[src/rtl/btn_event_ctrl.sv]
// btn_event_ctrl
//   Turns four debounced button levels into SHORT / LONG / REPEAT events for
//   one button at a time, delivered over a valid/ready handshake.
//
//   Parameters
//     CLK_DIV    clk cycles per timing tick (>= 2)
//     LONG_TICKS ticks of continuous hold before a LONG event (>= 1)
//     RPT_TICKS  ticks between REPEAT events while held (>= 1)
//
//   Ports
//     clk        system clock, rising edge
//     rst        asynchronous, active-high reset
//     btn_lvl    [3:0] button levels, synchronous to clk, 1 = pressed
//     evt_valid  event pending
//     evt_ready  consumer accepts the pending event this cycle
//     evt_btn    [1:0] index of the button owning the event
//     evt_type   [1:0] 00 SHORT, 01 LONG, 10 REPEAT
//     evt_drop   one-cycle pulse when a generated event is lost
//     busy       high whenever the FSM is not idle
module btn_event_ctrl #(
  parameter int CLK_DIV    = 100000,
  parameter int LONG_TICKS = 1000,
  parameter int RPT_TICKS  = 200
) (
  input  logic       clk,
  input  logic       rst,
  input  logic [3:0] btn_lvl,
  output logic       evt_valid,
  input  logic       evt_ready,
  output logic [1:0] evt_btn,
  output logic [1:0] evt_type,
  output logic       evt_drop,
  output logic       busy
);

  localparam int PW = (CLK_DIV > 1) ? $clog2(CLK_DIV) : 1;
  localparam int HW = $clog2(LONG_TICKS + 1);
  localparam int RW = $clog2(RPT_TICKS + 1);

  localparam logic [PW-1:0] PRESC_MAX = PW'(CLK_DIV - 1);
  localparam logic [HW-1:0] HOLD_LAST = HW'(LONG_TICKS - 1);
  localparam logic [HW-1:0] HOLD_MAX  = HW'(LONG_TICKS);
  localparam logic [RW-1:0] RPT_LAST  = RW'(RPT_TICKS - 1);
  localparam logic [RW-1:0] RPT_MAX   = RW'(RPT_TICKS);

  localparam logic [1:0] EVT_SHORT  = 2'b00;
  localparam logic [1:0] EVT_LONG   = 2'b01;
  localparam logic [1:0] EVT_REPEAT = 2'b10;

  typedef enum logic [1:0] {IDLE, PRESS, HELD, WAIT_REL} state_t;

  state_t          state;
  state_t          nxt;
  logic [1:0]      cap_idx;
  logic [PW-1:0]   presc;
  logic [HW-1:0]   hold_cnt;
  logic [RW-1:0]   rpt_cnt;

  logic            tick;
  logic            cap_lvl;
  logic            gen;
  logic [1:0]      gen_type;

  // Lowest index wins when several buttons go down together.
  function automatic logic [1:0] first_set(input logic [3:0] v);
    if (v[0])      return 2'd0;
    else if (v[1]) return 2'd1;
    else if (v[2]) return 2'd2;
    else           return 2'd3;
  endfunction

  // Next-state and event generation. Release is tested first in PRESS and
  // HELD so it overrides a coinciding LONG or REPEAT threshold.
  always_comb begin
    tick     = (presc == PRESC_MAX);
    cap_lvl  = btn_lvl[cap_idx];
    gen      = 1'b0;
    gen_type = EVT_SHORT;
    nxt      = state;
    case (state)
      IDLE: begin
        if (|btn_lvl) nxt = PRESS;
      end
      PRESS: begin
        if (!cap_lvl) begin
          nxt      = WAIT_REL;
          gen      = 1'b1;
          gen_type = EVT_SHORT;
        end else if (tick && (hold_cnt == HOLD_LAST)) begin
          nxt      = HELD;
          gen      = 1'b1;
          gen_type = EVT_LONG;
        end
      end
      HELD: begin
        if (!cap_lvl) begin
          nxt = WAIT_REL;
        end else if (tick && (rpt_cnt == RPT_LAST)) begin
          gen      = 1'b1;
          gen_type = EVT_REPEAT;
        end
      end
      WAIT_REL: begin
        if (btn_lvl == 4'b0000) nxt = IDLE;
      end
      default: nxt = IDLE;
    endcase
  end

  always_ff @(posedge clk or posedge rst) begin
    if (rst) begin
      state     <= IDLE;
      busy      <= 1'b0;
      cap_idx   <= 2'd0;
      presc     <= '0;
      hold_cnt  <= '0;
      rpt_cnt   <= '0;
      evt_valid <= 1'b0;
      evt_btn   <= 2'b00;
      evt_type  <= 2'b00;
      evt_drop  <= 1'b0;
    end else begin
      state    <= nxt;
      busy     <= (nxt != IDLE);
      evt_drop <= 1'b0;

      // Output slot: a new event loads if the slot is free or being emptied
      // this cycle; otherwise it is lost and flagged.
      if (gen) begin
        if (!evt_valid || evt_ready) begin
          evt_valid <= 1'b1;
          evt_btn   <= cap_idx;
          evt_type  <= gen_type;
        end else begin
          evt_drop  <= 1'b1;
        end
      end else if (evt_ready) begin
        evt_valid <= 1'b0;
      end

      case (state)
        IDLE: begin
          if (|btn_lvl) cap_idx <= first_set(btn_lvl);
          presc    <= '0;
          hold_cnt <= '0;
          rpt_cnt  <= '0;
        end
        PRESS: begin
          if (nxt == HELD) begin
            presc   <= '0;
            rpt_cnt <= '0;
          end else if (nxt == PRESS) begin
            presc <= tick ? '0 : presc + PW'(1);
            if (tick && (hold_cnt != HOLD_MAX)) hold_cnt <= hold_cnt + HW'(1);
          end
        end
        HELD: begin
          if (nxt == HELD) begin
            presc <= tick ? '0 : presc + PW'(1);
            if (tick && (rpt_cnt == RPT_LAST))   rpt_cnt <= '0;
            else if (tick && (rpt_cnt != RPT_MAX)) rpt_cnt <= rpt_cnt + RW'(1);
          end
        end
        WAIT_REL: begin
          presc <= '0;
        end
        default: begin
          presc <= '0;
        end
      endcase
    end
  end

endmodule

[config.mk]
export PLATFORM = sky130hd
export DESIGN_NAME = btn_event_ctrl
export DESIGN_NICKNAME = d
export VERILOG_FILES = /design/src/rtl/btn_event_ctrl.sv
export SDC_FILE = /design/constraint.sdc
export NUM_CORES = 1
export LEC_CHECK = 0
export BUFFER_PORTS_ARGS = -buffer_cell sky130_fd_sc_hd__buf_2
export CAP_MARGIN = 20
export CORE_MARGIN = 4
export CORE_UTILIZATION = 25
export DETAILED_ROUTE_END_ITERATION = 10
export PLACE_DENSITY = 0.46
export SYNTH_ARGS = -nofsm -noshare
export SYNTH_HDL_FRONTEND = slang
export SYNTH_SLANG_ARGS = --single-unit
[constraint.sdc]
create_clock -name clk -period 4.1 [get_ports clk]
set_clock_uncertainty 0.1 [all_clocks]
set_input_delay 0.205 -clock clk [delete_from_list [all_inputs] [get_ports clk]]
set_output_delay 0.205 -clock clk [all_outputs]
set_load 0.01 [all_outputs]
==> results.cfg <==
[global_routing]
use_met3_pct = 2.10
busiest_layer = met2
grt_use_met2_pct = 14.0
grt_util_all_layers_pct = 9.47
grt_max_degree = 47
grt_remaining_overflow = 0
use_met1_pct = 13.4
antenna_found_initial = 0
grt_pass1_wl_mm = 9.85
grt_pass1_vias = 1973

[worst_setup_path]
timing.rr.start = presc[0]
crit_path_max_fanout = 9
worstPathRequired_ps = 4180
critPathKind = reg2reg
crit_path_end_kind = flip-flop
cp.arrival_ps = 3600
slowest_delay_ps = 440
cp-start-kind = flip-flop
worst-r2r-setup-slack_ps = 580
rr_endpoint = rpt_cnt[1]
slowest_stage = nor3_1
reg2reg_depth = 11
crit_family = simple AND/OR/NAND/NOR gates
worstPathCellList = ha_1 > and4_1 > and4_1 > nand2_1 > a21bo_2 > a32oi_1 > ha_1 > o21bai_1 > nor3_1 > mux2_2 > a22o_1
path_buf_inv = 0

[worst_hold_path]
hold_class = in2reg
hp-start = btn_lvl[0]
holdPathStages = 3
whs_endpoint = cap_idx[1]

[clock_network]
clk_pin_slew_ps = 90
post_cts_buffers = 0
cts_sinks = 46
root_buffer = clkbuf_8
cts_buffer_depth = 2
tritoncts = built
cts_buffers = 5
h-tree-depth = 2
worstSkewPairLatency_ps = 290

[layout]
drive_gt1_share_pct = 11.0
diodes = 0
fin_util_pct = 29.3
syn2layout_area_growth_pct = 12.9
nets = 330

[sta]
setup_viol = 0
hold_viol_final = 0
hold-worst-slack_ps = 88.8
max_slew.worst_pin.slew_ps = 650
rsz0062_at_grt = no
final_max_slew_viol_count = 0
layout_setup_ws_ps = 577
maxClockFrequency_ghz = 0.284
finalCriticalPeriod_ps = 3520
post-route-period-util_pct = 85.9
relSlewSlack_pct = 56.5
setup_tns_ps = 0

[pwr]
powerDensity_nw_per_um2 = 523
ir_drop_mv = 0.232
leakagePower_nw = 1.29
finalPower_mw = 1.60

[synthesis]
syn_area_um2 = 2720
synth_cell_types = 47
async_flop_share_pct = 100
ys_ff_latch = 46
ys.flop_type = dfrtp_1
synth_top_family_by_area = simple AND/OR/NAND/NOR gates
syn_avg_cell_area_um2 = 9.18
ys_seq_area_share_pct = 42.4
syn_nets = 316
synth-edff-count = 0
syn_inst = 296
synth_xor_area_share_pct = 6.13
synth_compound_area_share_pct = 11.7
synth-simple-area-share_pct = 28.4
synth_mux_area_share_pct = 2.07
yosysWarnings = 0
synth-adder-area-share_pct = 5.99

[place]
gp_congestion = 0.746
pre_cts_slack_ps = 565
io_buffers = 13
hpwl_mm = 4.08

[routing]
wl_per_cell_um = 12.9
vias = 2138
drt_pass1_iterations = 4
viasPerCell = 4.79
drc = 0
postRouteAntennaNets = 0
wirelength_mm = 5.75
drtIter0Drc = 71

[floorplan]
rows = 37
io_pins = 14
initial_core_util_pct = 26.0
die_width_um = 112
core_um2 = 10500
die_area_um2 = 12600
die_y_um = 112

[flow_run]
drv_cap = 0

[status]
status = finished, final reports clean
-- per-stage QoR --
step / cell area (um2) / cells
global route: 3070 / 446
floorplan: 2720 / 296
global placement: 2920 / 437
detailed placement: 2920 / 437
CTS: 3040 / 444
finish: 3070 / 446
-- kinds of logic (layout without fill, tap and decap cells) --
family	count (synthesis)	in the layout
and+or+nand+nor	141	141
AOI/OAI and AO/OA	50	50
DFF	46	46
buffers and inverters	23	37
xor gates and xnor gates	19	19
adders and majority gates	13	13
muxes	4	4
-- final cells by class --
cell class	count	area, um2
inverters	13	48.8
repair buffers	17	110
multi-input cells	227	1470
fillers	1166	7400
clock buffers	6	82.6
flip-flops and latches	46	1150
clock inverters	1	30.0
well taps	136	170
-- Yosys cell counts (all sizes together), types with 2 or more instances --
| master | n | area, um2 |
|---|---|---|
| and4 | 5 | 43.8 |
| o21a | 3 | 22.5 |
| o31ai | 2 | 15.0 |
| xnor2 | 9 | 78.8 |
| mux2 | 3 | 33.8 |
| buf | 5 | 23.8 |
| and2 | 5 | 31.3 |
| a22o | 2 | 17.5 |
| nor4 | 6 | 37.5 |
| nor3 | 6 | 30.0 |
| ha | 13 | 163 |
| nand2b | 7 | 43.8 |
| nor4b | 2 | 23.8 |
| nand3 | 12 | 60.1 |
| or3 | 6 | 37.5 |
| a21oi | 15 | 75.1 |
| dfrtp | 46 | 1150 |
| nand4b | 2 | 17.5 |
| nor2b | 5 | 31.3 |
| o2bb2ai | 3 | 26.3 |
| nor2 | 33 | 124 |
| inv | 13 | 48.8 |
| nand2 | 24 | 90.1 |
| and3 | 9 | 56.3 |
| o21ai | 16 | 80.1 |
| or4 | 3 | 22.5 |
| and4bb | 2 | 25.0 |
| xor2 | 10 | 87.6 |
| clkbuf | 5 | 20.0 |
| nand4 | 10 | 62.6 |
-- flip-flops by register name, indices dropped and copies added (netlist names) --
| register | count |
|---|---|
| busy | 1 |
| evt_valid | 1 |
| state | 2 |
| evt_type | 2 |
| rpt_cnt | 8 |
| evt_btn | 2 |
| cap_idx | 2 |
| presc | 17 |
| hold_cnt | 10 |
| evt_drop | 1 |
-- layer usage --
layer  share of wire (%)  vias up
met5                   0        -
met1                  51     1019
li1                    -     1084
met4                 1.8        0
met3                 2.9        6
met2                  45       29
-- worst max-delay path by stage --
stage          startpoint          to  slack [ps]  cells after the start
6_report         presc[0]  rpt_cnt[1]         580                     11
5_1_grt          presc[0]  rpt_cnt[1]         320                     11
4_1_cts          presc[0]  rpt_cnt[1]         550                     11
3_5_place_dp     presc[0]  rpt_cnt[1]         570                     11
3_3_place_gp     presc[0]  rpt_cnt[1]         730                     11
2_1_floorplan    presc[0]  rpt_cnt[1]        1000                     12
-- worst min-delay path, stage by stage --
cell and delay [ps]:
buf_2 110, o21a_1 110, nor2_1 30
-- cell usage in the layout, fill, tap and decap left out, drive strengths merged, types with 12 or more instances in the layout --
cell type / n
dfrtp: 46
nor2: 33
nand2: 24
o21ai: 16
buf: 16
a21oi: 15
ha: 13
inv: 13
nand3: 12
-- timing repair --
item | in CTS | in global routing
hold buffers | 0 | 1
endpoints found under the hold margin | 0 | 13
resized for setup | 0 | 0
-- report_power, final --
| part | switching [mW] | total [mW] | internal (mW) |
|---|---|---|---|
| logic | 0.460 | 0.715 | 0.254 |
| registers | 0.0408 | 0.542 | 0.501 |
| clock network | 0.152 | 0.348 | 0.195 |
Power figures use the tool's default switching activity.
